[config.mk]
export PLATFORM = sky130hd
export DESIGN_NAME = proc_bypass_ctrl_flat
export DESIGN_NICKNAME = d
export VERILOG_FILES = /design/src/rtl/proc_bypass_ctrl_pkg.sv /design/src/rtl/proc_bypass_ctrl_if.sv /design/src/rtl/proc_bypass_ctrl_sb_stage.sv /design/src/rtl/proc_bypass_ctrl.sv /design/src/flat_wrapper.sv
export SDC_FILE = /design/constraint.sdc
export NUM_CORES = 1
export LEC_CHECK = 0
export ABC_AREA = 1
export BUFFER_PORTS_ARGS = -buffer_cell sky130_fd_sc_hd__buf_2
export CAP_MARGIN = 15
export CORE_UTILIZATION = 54
export DETAILED_ROUTE_END_ITERATION = 10
export GPL_ROUTABILITY_DRIVEN = 0
export HOLD_SLACK_MARGIN = 0.03
export PLACE_DENSITY = 0.79
export SETUP_SLACK_MARGIN = 0.3
export SLEW_MARGIN = 20
export SYNTH_ARGS = -nofsm -noshare
export SYNTH_HDL_FRONTEND = slang
export SYNTH_SLANG_ARGS = --single-unit
export TNS_END_PERCENT = 20
[constraint.sdc]
create_clock -name clk -period 1.75 [get_ports clk]
set_input_delay 0.2625 -clock clk [delete_from_list [all_inputs] [get_ports clk]]
set_output_delay 0.2625 -clock clk [all_outputs]
set_load 0.02 [all_outputs]
[src/rtl/proc_bypass_ctrl_pkg.sv]
// Shared types for the TinyRV hazard/bypass controller: scoreboard entry and select constants.
// Entry fields are sized for the widest supported configuration; narrower configs zero-extend.
package proc_pkg;

    localparam int SB_AW_MAX = 8;
    localparam int SB_SW_MAX = 4;

    localparam int BYP_RF = 0;
    localparam int REG_X0 = 0;

    typedef struct packed {
        logic                 val;
        logic                 wen;
        logic [SB_AW_MAX-1:0] waddr;
        logic [SB_SW_MAX-1:0] rdy_stage;
    } sb_entry_t;

    localparam sb_entry_t SB_BUBBLE = '0;

endpackage

[src/rtl/proc_bypass_ctrl_if.sv]
// D-stage request and bypass/stall response bundle between decode and the hazard controller.
// Purely combinational wiring; the controller owns the slave side.
interface proc_bypass_ctrl_if #(
    parameter int NREAD = 2,
    parameter int AW    = 5,
    parameter int SW    = 2
) ();
    logic                d_val;
    logic                d_wen;
    logic [AW-1:0]       d_waddr;
    logic [SW-1:0]       d_rdy_stage;
    logic [NREAD*AW-1:0] d_rs_addr;
    logic [NREAD-1:0]    d_rs_used;
    logic                squash_D;
    logic                stall_ext;
    logic [NREAD*SW-1:0] byp_sel;
    logic                stall_D;
    logic                wen_W;
    logic [AW-1:0]       waddr_W;

    modport master (
        output d_val, d_wen, d_waddr, d_rdy_stage, d_rs_addr, d_rs_used, squash_D, stall_ext,
        input  byp_sel, stall_D, wen_W, waddr_W
    );

    modport slave (
        input  d_val, d_wen, d_waddr, d_rdy_stage, d_rs_addr, d_rs_used, squash_D, stall_ext,
        output byp_sel, stall_D, wen_W, waddr_W
    );
endinterface

[src/rtl/proc_bypass_ctrl_sb_stage.sv]
// One scoreboard entry: loads the upstream entry or a bubble each cycle, holds while frozen.
// One-cycle register; async active-low clear.
module proc_sb_stage
    import proc_pkg::*;
(
    input  logic      clk,
    input  logic      rst,
    input  logic      hold,
    input  logic      load_bubble,
    input  sb_entry_t ent_in,
    output sb_entry_t ent_out
);

    sb_entry_t ent_d;
    sb_entry_t ent_q;

    always_comb begin
        ent_d = ent_q;
        if (!hold) begin
            ent_d = load_bubble ? SB_BUBBLE : ent_in;
        end
    end

    always_ff @(posedge clk or negedge rst) begin
        if (!rst) begin
            ent_q <= SB_BUBBLE;
        end else begin
            ent_q <= ent_d;
        end
    end

    assign ent_out = ent_q;

endmodule

[src/rtl/proc_bypass_ctrl.sv]
// Hazard/bypass controller: shifting scoreboard of in-flight writes -> per-port bypass select and D stall.
// Outputs are combinational from scoreboard + D inputs; stall_ext freezes the scoreboard only.
module proc_bypass_ctrl
    import proc_pkg::*;
#(
    parameter int NSTAGES = 3,
    parameter int NREAD   = 2,
    parameter int AW      = 5,
    parameter int SW      = $clog2(NSTAGES + 1)
) (
    input  logic               clk,
    input  logic               rst,
    proc_bypass_ctrl_if.slave  bus
);

    sb_entry_t           ent    [1:NSTAGES];
    sb_entry_t           ent_in [1:NSTAGES];
    logic [NSTAGES:1]    bubble;
    sb_entry_t           d_ent;
    logic                stall_d;
    logic                issue;
    logic [NREAD-1:0]    haz_vec;
    logic [NREAD*SW-1:0] byp_sel_o;

    always_comb begin
        d_ent           = SB_BUBBLE;
        d_ent.val       = 1'b1;
        d_ent.wen       = bus.d_wen;
        d_ent.waddr     = SB_AW_MAX'(bus.d_waddr);
        d_ent.rdy_stage = SB_SW_MAX'(bus.d_rdy_stage);
    end

    // A squashed or stalled D instruction becomes a single bubble in stage 1.
    assign issue = bus.d_val & ~stall_d & ~bus.squash_D;

    for (genvar k = 1; k <= NSTAGES; k++) begin : g_stage
        if (k == 1) begin : g_head
            assign ent_in[k] = d_ent;
            assign bubble[k] = ~issue;
        end else begin : g_body
            assign ent_in[k] = ent[k-1];
            assign bubble[k] = 1'b0;
        end

        proc_sb_stage u_stage (
            .clk         (clk),
            .rst         (rst),
            .hold        (bus.stall_ext),
            .load_bubble (bubble[k]),
            .ent_in      (ent_in[k]),
            .ent_out     (ent[k])
        );
    end

    for (genvar i = 0; i < NREAD; i++) begin : g_port
        logic [AW-1:0]    rs;
        logic [NSTAGES:1] hit;
        logic [SW-1:0]    sel;
        logic             haz;

        assign rs = bus.d_rs_addr[i*AW +: AW];

        for (genvar k = 1; k <= NSTAGES; k++) begin : g_match
            assign hit[k] = ent[k].val & ent[k].wen & bus.d_rs_used[i]
                          & (rs != AW'(REG_X0))
                          & (ent[k].waddr == SB_AW_MAX'(rs));
        end

        // Scan oldest to youngest so the youngest match overwrites; an unready
        // younger producer therefore masks any older ready one.
        always_comb begin
            sel = SW'(BYP_RF);
            haz = 1'b0;
            for (int k = NSTAGES; k >= 1; k--) begin
                if (hit[k]) begin
                    if (SB_SW_MAX'(k) >= ent[k].rdy_stage) begin
                        sel = SW'(k);
                        haz = 1'b0;
                    end else begin
                        sel = SW'(BYP_RF);
                        haz = 1'b1;
                    end
                end
            end
        end

        assign byp_sel_o[i*SW +: SW] = sel;
        assign haz_vec[i]            = haz;
    end

    assign stall_d     = bus.d_val & (|haz_vec);
    assign bus.stall_D = stall_d;
    assign bus.byp_sel = byp_sel_o;
    assign bus.wen_W   = ent[NSTAGES].val & ent[NSTAGES].wen;
    assign bus.waddr_W = ent[NSTAGES].waddr[AW-1:0];

endmodule

[src/flat_wrapper.sv]
// flat-port wrapper written by rule: the top's interface ports become plain ports
module proc_bypass_ctrl_flat import proc_pkg::*;
#(
    parameter int NSTAGES = 3,
    parameter int NREAD   = 2,
    parameter int AW      = 5,
    parameter int SW      = $clog2(NSTAGES + 1)
)
  (clk, rst, bus_d_val, bus_d_wen, bus_d_waddr, bus_d_rdy_stage, bus_d_rs_addr, bus_d_rs_used, bus_squash_D, bus_stall_ext, bus_byp_sel, bus_stall_D, bus_wen_W, bus_waddr_W);
  proc_bypass_ctrl_if #(.NREAD(NREAD), .AW(AW), .SW(SW)) bus_i ();
  input  logic clk;
  input  logic rst;
  input wire logic [$bits(bus_i.d_val)-1:0] bus_d_val;
  input wire logic [$bits(bus_i.d_wen)-1:0] bus_d_wen;
  input wire logic [$bits(bus_i.d_waddr)-1:0] bus_d_waddr;
  input wire logic [$bits(bus_i.d_rdy_stage)-1:0] bus_d_rdy_stage;
  input wire logic [$bits(bus_i.d_rs_addr)-1:0] bus_d_rs_addr;
  input wire logic [$bits(bus_i.d_rs_used)-1:0] bus_d_rs_used;
  input wire logic [$bits(bus_i.squash_D)-1:0] bus_squash_D;
  input wire logic [$bits(bus_i.stall_ext)-1:0] bus_stall_ext;
  output wire logic [$bits(bus_i.byp_sel)-1:0] bus_byp_sel;
  output wire logic [$bits(bus_i.stall_D)-1:0] bus_stall_D;
  output wire logic [$bits(bus_i.wen_W)-1:0] bus_wen_W;
  output wire logic [$bits(bus_i.waddr_W)-1:0] bus_waddr_W;
  assign bus_i.d_val = bus_d_val;
  assign bus_i.d_wen = bus_d_wen;
  assign bus_i.d_waddr = bus_d_waddr;
  assign bus_i.d_rdy_stage = bus_d_rdy_stage;
  assign bus_i.d_rs_addr = bus_d_rs_addr;
  assign bus_i.d_rs_used = bus_d_rs_used;
  assign bus_i.squash_D = bus_squash_D;
  assign bus_i.stall_ext = bus_stall_ext;
  assign bus_byp_sel = bus_i.byp_sel;
  assign bus_stall_D = bus_i.stall_D;
  assign bus_wen_W = bus_i.wen_W;
  assign bus_waddr_W = bus_i.waddr_W;
  proc_bypass_ctrl #(.NSTAGES(NSTAGES), .NREAD(NREAD), .AW(AW), .SW(SW)) u_core (.clk(clk), .rst(rst), .bus(bus_i));
endmodule
==> summary.md <==
| Metric | Value |
|---|---|
| Status | `finished with violations` |
| Failing checks | `design-rule violations, negative setup slack` |
| Leakage | `1.039 nW` |
| Ys Warns | `0` |
| Final hold viol count | `0` |
| Critical Path AT | `1730 ps` |
| WL/cell | `12.96 um` |
| Worst ir drop on vdd | `0.0003379 V` |
| Syn_nets | `~260` |
| Max_cap viols | `0` |
| Tmin final | `between 1500 and 2000 ps` |
| Starting Density | `58.34%` |
| Post-DP HPWL | `~3000 um` |
| RR Startpoint | `u_core.g_stage[2].u_stage.ent_out[7]$_DFFE_PN0N_` |
| DIE AREA | `0.003281 sq mm` |
| Number of flops mapped to enable cells by yosys | `0` |
| R2R setup slack | `about 180 ps` |
| CTS tree | `yes` |
| Die width | `between 50 and 60 um` |
| Synthesis-to-layout area growth | `26.08%` |
| Fin crit share | `113.7%` |
| # fillers | `230` |
| Post-route ant nets | `0` |
| Critical path class | `flop to primary output` |
| Post-Route Utilization | `73.55%` |
| Met1 WL | `around 1800 um` |
| H-tree depth | `1` |
| Hold path depth | `3` |
| Die height | `between 50 and 60 um` |
| Max-slew headroom | `62.78%` |
| Synth Cell Area | `0.001650 sq mm` |
| Met3 wire length | `243 um` |
| Total Wirelength | `4019 um` |
| Yosys top cell by area | `dfrtp_1` |
| Via density | `5.342` |
| Average size of a mapped cell | `6.963 sq um` |
| Clock buffer depth | `2` |
| Layout cells sized above 1 | `33.69%` |
| Mapped Cells | `237` |
| Hold worst-path end | `u_core.g_stage[1].u_stage.ent_out[8]$_DFFE_PN0N_` |
| # IOs | `36` |
| Starting DRT DRC Count | `89` |
| Clk slew on worst S/H paths | `140 ps` |
| TritonRoute pass-1 iters | `7` |
| Pin count of the biggest net entering global routing | `26` |
| DRC viols | `2` |
| DR vias | `1656` |
| Synthesis-stage register bit count | `25` |
| Sequential area share after synthesis | `37.91%` |
| Hold path start | `bus_d_waddr[4]` |
| Flip-flop and latch area | `631.9 sq um` |
| Required @ worst endpoint | `1490 ps` |
| Highest metal used | `met4` |
| NumNets Final | `305` |
| GR Overflow Total | `0` |
| Share of the synthesized area in the top cell type | `37.91%` |
| Global-route wire length before repair | `6610 um` |
| Synth async-reset ratio | `100.0%` |
| Commonest cells in the netlist | `87 x nand2_1, 25 x dfrtp_1, 24 x inv_1` |
| Clk_lat worst skew | `330 ps` |
| RSZ-0062 raised after global routing | `true` |
| Clock Tree Root | `clkbuf_4` |
| Setup TNS | `-1084 ps` |
| Vias in the first global route | `1528` |
| Worst r2r dst | `u_core.g_stage[1].u_stage.ent_out[13]$_DFFE_PN0N_` |
| Setup ws final | `-239.8 ps` |
| # rows | `19` |
| Ys flop type | `dfrtp_1` |
| Worst setup SP type | `flop` |
| Area of the multi-input gates | `993.5 sq um` |
| All-layer global routing usage | `26.60%` |
| Number of flip-flops in the largest register | `25` |
| Core Footprint | `0.002829 sq mm` |
| Worst setup skew after layout | `9.306 ps` |
| Most common cell in the synthesized netlist | `nand2_1` |
| Hold WC Path Type | `primary input to flop` |
| # port buffers | `35` |
| Diodes inserted | `0` |
| Max Fanout on Critical Path | `4` |
| Setup Viol. Count Final | `5` |
| Crit. End Element | `primary output` |
| Top cells by area in the synthesized netlist | `dfrtp_1 38%, nand2_1 20%, xnor2_1 8.0%, inv_1 5.5%, nand4_1 4.9%` |
| Antenna violations before repair | `0` |
| Routed length on met2 | `1955 um` |
| CTS buffer count | `3` |
| Slew @ Worst Pin | `558.3 ps` |
| CTS Sinks | `25` |
| Pins Over Slew Limit | `0` |
| Max Freq | `0.5026 GHz` |
| Reg2Reg Depth | `9` |
| Distinct cells, synth | `26` |
| Pwr dens | `between 500 and 600 mW/mm^2` |
what timing repair did:
item | 4_1_cts | 5_1_grt
resized for setup | 21 | 23
setup buffers | 5 | 3
pin swaps | 8 | 13
endpoints found under the setup margin | 14 | 14
hold buffers | 1 | 0
hold endpoints to repair | 25 | 0
final cells by class:
cell class	instances	area share, %
multi-input combinational	177	47.74
timing repair buffer	47	14.01
inverter	26	4.690
sequential	25	30.37
tap	31	1.864
clock inverter	1	0.2405
clock buffer	3	1.082
per-layer routing:
metal  vias up  global-route usage (%)
met2        61                   46.05
met4         0                   7.666
met3         5                   2.721
met5         -                       0
li1        832                       -
met1       758                   35.55
power breakdown:
part	total (W)	switching, W	internal (W)
Combinational	0.000291	0.000169	0.000122
Clock	0.000265	0.000179	0.0000858
Sequential	0.000669	0.0000486	0.000620
Total	0.00122	0.000397	0.000828
layout by cell type, fill, tap and decap left out, types with 4 or more instances in the layout:
| master | netlist | final |
|---|---|---|
| nand4_1 | 13 | 13 |
| xnor2_1 | 15 | 11 |
| xnor2_2 | 0 | 4 |
| o21ai_0 | 13 | 12 |
| dfrtp_1 | 25 | 20 |
| inv_2 | 2 | 9 |
| nand3_1 | 9 | 7 |
| nor2_4 | 1 | 5 |
| buf_2 | 0 | 30 |
| dfrtp_2 | 0 | 5 |
| buf_4 | 5 | 13 |
| nor2_2 | 3 | 7 |
| nor2_1 | 18 | 10 |
| inv_1 | 24 | 17 |
| nand2_1 | 87 | 83 |
| nand2_2 | 2 | 6 |
logic make-up after synthesis:
logic type / count (synthesis) / share of synthesized area, %
buffers and inverters: 35 / 9.098
xor gates and xnor gates: 17 / 9.022
and+or+nand+nor: 141 / 37.76
DFF: 25 / 37.91
AOI/OAI and AO/OA: 19 / 6.216
worst max-delay path: stages (launching register included):
cell and delay [ps]:
dfrtp_2 470, xnor2_1 180, nand2_1 90, nor2_2 140, nand3_2 120, nor2_4 110, nor2_4 60, a21oi_4 110
buf_6 120
through the flow:
step | hold WS [ps] | total power, W | cell area [sq um] | worst slack, ps | cells
6_report | 168.0 | 0.001225 | 2081 | -239.8 | 310
5_1_grt | 183.3 | 0.001287 | 2081 | -327.1 | 310
4_1_cts | 169.7 | 0.001208 | 2013 | -210.3 | 307
3_5_place_dp | 283.7 | 0.0009231 | 1851 | 61.17 | 297
3_3_place_gp | 287.5 | 0.0009180 | 1851 | 85.56 | 297
2_1_floorplan | -33.09 | 0.0008357 | 1667 | 266.0 | 237
worst max path at each step:
| stage | slack (ps) | end | from | cells after the start |
|---|---|---|---|---|
| floorplan | 270 | bus_stall_D | u_core.g_stage[1].u_stage.ent_out[4]$_DFFE_PN0N_ | 7 |
| global placement | 90 | bus_byp_sel[2] | bus_d_rs_addr[9] | 9 |
| detailed placement | 60 | bus_byp_sel[2] | bus_d_rs_addr[9] | 9 |
| CTS | -210 | bus_stall_D | u_core.g_stage[2].u_stage.ent_out[6]$_DFFE_PN0N_ | 10 |
| global route | -330 | bus_stall_D | u_core.g_stage[2].u_stage.ent_out[7]$_DFFE_PN0N_ | 8 |
| finish | -240 | bus_stall_D | u_core.g_stage[2].u_stage.ent_out[7]$_DFFE_PN0N_ | 8 |
No activity file was read; power rests on OpenSTA's default activity.
